--- config.mk ---
export PLATFORM = sky130hd
export DESIGN_NAME = jkff_bank_sequencer
export DESIGN_NICKNAME = d
export VERILOG_FILES = /design/src/rtl/jkff_bank_sequencer.sv
export SDC_FILE = /design/constraint.sdc
export NUM_CORES = 1
export LEC_CHECK = 0
export ABC_AREA = 1
export ABC_CLOCK_PERIOD_IN_PS = 2200
export CAP_MARGIN = 20
export CORE_AREA = 2 2 58 60
export CTS_BUF_LIST = sky130_fd_sc_hd__clkbuf_8
export DETAILED_ROUTE_END_ITERATION = 8
export DIE_AREA = 0 0 60 62
export MAX_ROUTING_LAYER = met4
export PLACE_DENSITY = 0.85
export SETUP_SLACK_MARGIN = 0.3
export SYNTH_ARGS = -nofsm -noshare
export SYNTH_HDL_FRONTEND = slang
export SYNTH_SLANG_ARGS = --single-unit
--- constraint.sdc ---
create_clock -name clock -period 2.2 [get_ports clock]
set_clock_uncertainty 0.05 [all_clocks]
set_input_delay 0.44 -clock clock [delete_from_list [all_inputs] [get_ports clock]]
set_output_delay 0.44 -clock clock [all_outputs]
set_load 0.005 [all_outputs]
--- src/rtl/jkff_bank_sequencer.sv ---
// jkff_bank_sequencer: round-robin arbiter driving setup/strobe/hold JK ops into a flip-flop bank with a shadow copy
module jkff_bank_sequencer #(
  parameter int NREQ  = 2,
  parameter int WIDTH = 8,
  parameter int IDXW  = 3
) (
  input  logic                 clock,
  input  logic                 r,
  input  logic [NREQ-1:0]      req,
  input  logic [2*NREQ-1:0]    op,
  input  logic [IDXW*NREQ-1:0] idx,
  output logic [NREQ-1:0]      gnt,
  output logic                 err,
  output logic                 busy,
  output logic [WIDTH-1:0]     j,
  output logic [WIDTH-1:0]     k,
  output logic                 ff_ck,
  output logic                 ff_s_n,
  output logic                 ff_r_n,
  output logic [WIDTH-1:0]     shadow
);
  localparam int PW = $clog2(NREQ);
  typedef enum logic [1:0] {IDLE, SETUP, STROBE, HOLD} state_t;
  state_t state_q, state_d;
  logic [PW-1:0] rr_q, rr_d, win_q, win_d, pick;
  logic [IDXW-1:0] idx_q, idx_d, pick_idx;
  logic [1:0] pick_op;
  logic [NREQ-1:0] gnt_q, gnt_d, rot;
  logic err_q, err_d, busy_q, busy_d, ff_ck_q, ff_ck_d, ff_r_n_q;
  logic [WIDTH-1:0] j_q, j_d, k_q, k_d, shadow_q, shadow_d, mask;
  always_comb begin
    rot = NREQ'({req, req} >> rr_q);
    pick = rr_q;
    for (int i = NREQ - 1; i >= 0; i--) if (rot[i]) pick = PW'((int'(rr_q) + i) % NREQ);
    pick_op = '0;
    pick_idx = '0;
    for (int i = 0; i < NREQ; i++)
      if (pick == PW'(i)) begin
        pick_op = op[2*i +: 2];
        pick_idx = idx[IDXW*i +: IDXW];
      end
    mask = (int'(pick_idx) < WIDTH) ? WIDTH'(1) << pick_idx : '0;
    state_d = state_q;
    rr_d = rr_q;
    win_d = win_q;
    idx_d = idx_q;
    gnt_d = '0;
    err_d = 1'b0;
    busy_d = busy_q;
    j_d = j_q;
    k_d = k_q;
    ff_ck_d = ff_ck_q;
    shadow_d = shadow_q;
    case (state_q)
      IDLE: if (ff_r_n_q && |req) begin
        state_d = SETUP;
        win_d = pick;
        idx_d = pick_idx;
        busy_d = 1'b1;
        j_d = pick_op[1] ? mask : '0;
        k_d = pick_op[0] ? mask : '0;
      end
      SETUP: begin
        state_d = STROBE;
        ff_ck_d = 1'b1;
      end
      // j/k already carry the op, so the shadow follows the JK characteristic equation
      STROBE: begin
        state_d = HOLD;
        gnt_d = NREQ'(1) << win_q;
        err_d = int'(idx_q) >= WIDTH;
        shadow_d = (j_q & ~shadow_q) | (~k_q & shadow_q);
        rr_d = PW'((int'(win_q) + 1) % NREQ);
      end
      default: begin
        state_d = IDLE;
        busy_d = 1'b0;
        j_d = '0;
        k_d = '0;
        ff_ck_d = 1'b0;
      end
    endcase
  end
  always_ff @(posedge clock) begin
    ff_r_n_q <= r;
    if (!r) begin
      state_q <= IDLE;
      rr_q <= '0;
      win_q <= '0;
      idx_q <= '0;
      gnt_q <= '0;
      err_q <= 1'b0;
      busy_q <= 1'b0;
      j_q <= '0;
      k_q <= '0;
      ff_ck_q <= 1'b0;
      shadow_q <= '0;
    end else begin
      state_q <= state_d;
      rr_q <= rr_d;
      win_q <= win_d;
      idx_q <= idx_d;
      gnt_q <= gnt_d;
      err_q <= err_d;
      busy_q <= busy_d;
      j_q <= j_d;
      k_q <= k_d;
      ff_ck_q <= ff_ck_d;
      shadow_q <= shadow_d;
    end
  end
  assign gnt = gnt_q;
  assign err = err_q;
  assign busy = busy_q;
  assign j = j_q;
  assign k = k_q;
  assign ff_ck = ff_ck_q;
  assign ff_s_n = 1'b1;
  assign ff_r_n = ff_r_n_q;
  assign shadow = shadow_q;
endmodule
==> summary.md <==
| Metric | Value |
|---|---|
| Outcome | `completed` |
| Pre-antenna DRT Iters | `4` |
| First-pass GRT wire length | `5.13 mm` |
| Final Slew Violations | `0` |
| Post-Syn Area | `between 1500 and 2000 µm²` |
| Crit path DAT | `approximately 1.3 ns` |
| Rel. slew slack | `52.4%` |
| DR iter-0 viols | `41` |
| Final TNS setup | `0 ns` |
| Via Count | `roughly 1,400` |
| R2r setup slk | `0.55 ns` |
| Worst setup SP type | `flip-flop` |
| Tightest Pin Transition | `between 0.7 and 0.8 ns` |
| CTS max path bufs | `2` |
| Post-synth top area cell | `dfxtp_1` |
| Avg Cell Area, Syn | `8.74 µm²` |
| Placer Congestion | `between 0.8 and 0.9` |
| DIE WIDTH | `60 µm` |
| Critical register-to-register path startpoint | `state_q[0]` |
| Number of global-route vias before repair | `~1,200` |
| Row count | `21` |
| Tcrit/Tclk final | `81.7%` |
| Yosys warns | `0` |
| HP Class | `reg -> reg` |
| Syn nets | `slightly below 200` |
| Die span in y | `62 µm` |
| Drt drc | `0` |
| Final Power | `1.93 mW` |
| Worst hold start | `win_q` |
| Depth of the most critical reg-to-reg path | `7` |
| Worst-path cell chain | `clkdlybuf4s50_1` |
| CTS tree | `built` |
| Clk_lat worst skew | `0.29 ns` |
| Die area | `3720 µm²` |
| RSZ-0062 raised after global routing | `false` |
| Initial antenna violation count | `0` |
| Starting Density | `49.8%` |
| Layout cells sized above 1 | `between 20% and 30%` |
| GRT Total Usage | `19.5%` |
| Final Hold Violating Endpoints | `0` |
| P_leak | `0.791 nW` |
| FMAX | `between 0.5 and 0.6 GHz` |
| Maxcap violations | `0` |
| Top delay family on crit path | `buffers and inverters` |
| # clock sinks | `33` |
| Register area share after synthesis | `a little over two fifths` |
| Post CTS Setup Buffer Count | `0` |
| Min cycle time layout | `~1.8 ns` |
| Min-Delay Path Depth | `2` |
| Final antenna-violating net count | `0` |
| DP Worst Slack | `between 0.2 and 0.3 ns` |
| Final setup viols | `0` |
| Core Area | `roughly 3200 µm²` |
| Power per Cell Area | `about 900 nW/µm²` |
| Total gr overflow | `0` |
| Vias per inst | `4.98` |
| Total Wirelength | `~3.2 mm` |
| Reg2Reg Capture Point | `j[2]` |
| #FFs+latches synth | `33` |
| Worst hold path endpoint | `gnt[1]` |
| Root Buffer | `clkbuf_8` |
| CP max-delay cell | `clkdlybuf4s50_1` |
| Post-synth cell types | `29` |
| Top cells by area, synth | `dfxtp_1, nand2_2, nand3_1` |
| Post-CTS Hold Buffers | `0` |
| I/O Buffers | `42` |
| H-tree depth | `2` |
| Largest net degree at the start of global routing | `25` |
| Routed len/inst | `11.7 µm` |
| Crit path kind | `reg -> out` |
| WP buf/inv | `1` |
| # nets final | `243` |
| # diodes | `0` |
| CP Capture Type | `output pin` |
| CTS Buf Count | `5` |
| Placed wire-length estimate | `between 2 and 2.5 mm` |
| PostCTS Resize Cnt | `0` |
| Cells after Synth | `~180` |
| CP required | `1.71 ns` |
| Num ports | `45` |
| Levels on crit path | `1` |
| Worst Slack Setup Final | `0.403 ns` |
| CP max stage delay | `0.55 ns` |
| Worst Path Max Fanout | `4` |
| Reg clk slew, reported paths | `0.07 ns` |
| Maximum vdd drop | `a little over 900 µV` |
| Area Overhead vs Synth | `35.2%` |
| Top cell type's share of synthesized area | `41.7%` |
-- through the flow --
step / utilization, % / instances / instance area (µm²) / hold WS (ns)
after floorplan: - / 181 / 1580 / 0.371
after global placement: 63.6 / 264 / 2020 / 0.392
after detailed placement: 63.6 / 264 / 2020 / 0.393
after CTS: 67.3 / 272 / 2140 / 0.403
after global routing: 67.3 / 272 / 2140 / 0.433
final: 67.3 / 272 / 2140 / 0.408
-- layer usage --
layer	wire, µm	track usage [%]	part of all wire (%)	vias up
met1	1520	23.5	48	614
met2	1460	30.0	46	38
met5	0	-	0	-
met4	80	9.52	2.5	0
met3	121	5.59	3.8	7
li1	-	-	-	696
-- power breakdown --
| group | total [mW] | switching (mW) | internal, mW | leakage (nW) |
|---|---|---|---|---|
| clock network | 0.574 | 0.210 | 0.364 | 0.0626 |
| logic | 0.662 | 0.421 | 0.241 | 0.461 |
| registers | 0.698 | 0.0428 | 0.656 | 0.267 |
| total | 1.93 | 0.674 | 1.26 | 0.791 |
-- cells in the mapped netlist --
| cell | n |
|---|---|
| nand2_1 | 13 |
| nor3_1 | 1 |
| buf_12 | 1 |
| nor2_2 | 4 |
| nand2_2 | 20 |
| nand4_4 | 1 |
| a21oi_1 | 19 |
| o21ai_0 | 2 |
| clkbuf_1 | 1 |
| or2_4 | 1 |
| a311oi_1 | 8 |
| inv_2 | 2 |
| nand3_1 | 23 |
| nor2_4 | 2 |
| ha_1 | 4 |
| buf_4 | 2 |
| inv_1 | 13 |
| dfxtp_1 | 33 |
| nor2_1 | 7 |
| o211ai_1 | 1 |
| nand2_8 | 1 |
| buf_1 | 1 |
| buf_2 | 2 |
| a21oi_2 | 9 |
| nand2_4 | 5 |
| or2_2 | 1 |
| conb_1 | 2 |
| nand3b_1 | 1 |
| inv_4 | 1 |
-- cell families (layout without fill, tap and decap cells) --
logic type	after synthesis	in the layout	share of synthesized area [%]
other	2	2	0.474
AOI/OAI and AO/OA	39	39	16.5
buffers and inverters	23	68	7.27
adders and majority gates	4	4	3.16
and+or+nand+nor	80	80	30.8
DFF	33	33	41.7
-- layout make-up --
type | instances | area (µm²)
multi-input combinational | 125 | 807
inverter | 16 | 62.6
clock buffer | 6 | 82.6
timing repair buffer | 44 | 435
fill | 259 | 1040
sequential | 33 | 661
tap | 46 | 57.6
clock inverter | 2 | 33.8
-- worst max path at each step --
stage                from      to  slack [ns]
2_1_floorplan  state_q[0]    j[1]        0.70
3_3_place_gp       req[1]    j[2]        0.28
3_5_place_dp       req[1]    j[5]        0.26
4_1_cts            ff_r_n  ff_r_n        0.39
5_1_grt            ff_r_n  ff_r_n        0.36
6_report           ff_r_n  ff_r_n        0.40
-- state kept, by name (all words and copies together) (netlist names) --
name     flops
ff_r_n       1
gnt          2
k            8
rr_q         1
j            8
busy         1
ff_ck        1
win_q        1
shadow       8
state_q      2
-- cells in the final DEF, fill, tap and decap left out, drive strengths merged --
cell	n
a21oi	28
dfxtp	33
conb	2
nand2	39
nand3	23
nor3	1
nor2	13
ha	4
o21ai	2
o211ai	1
or2	2
clkbuf	6
a311oi	8
nand3b	1
bufinv	1
inv	17
buf	2
clkdlybuf4s50	42
nand4	1
Power figures use the tool's default switching activity.
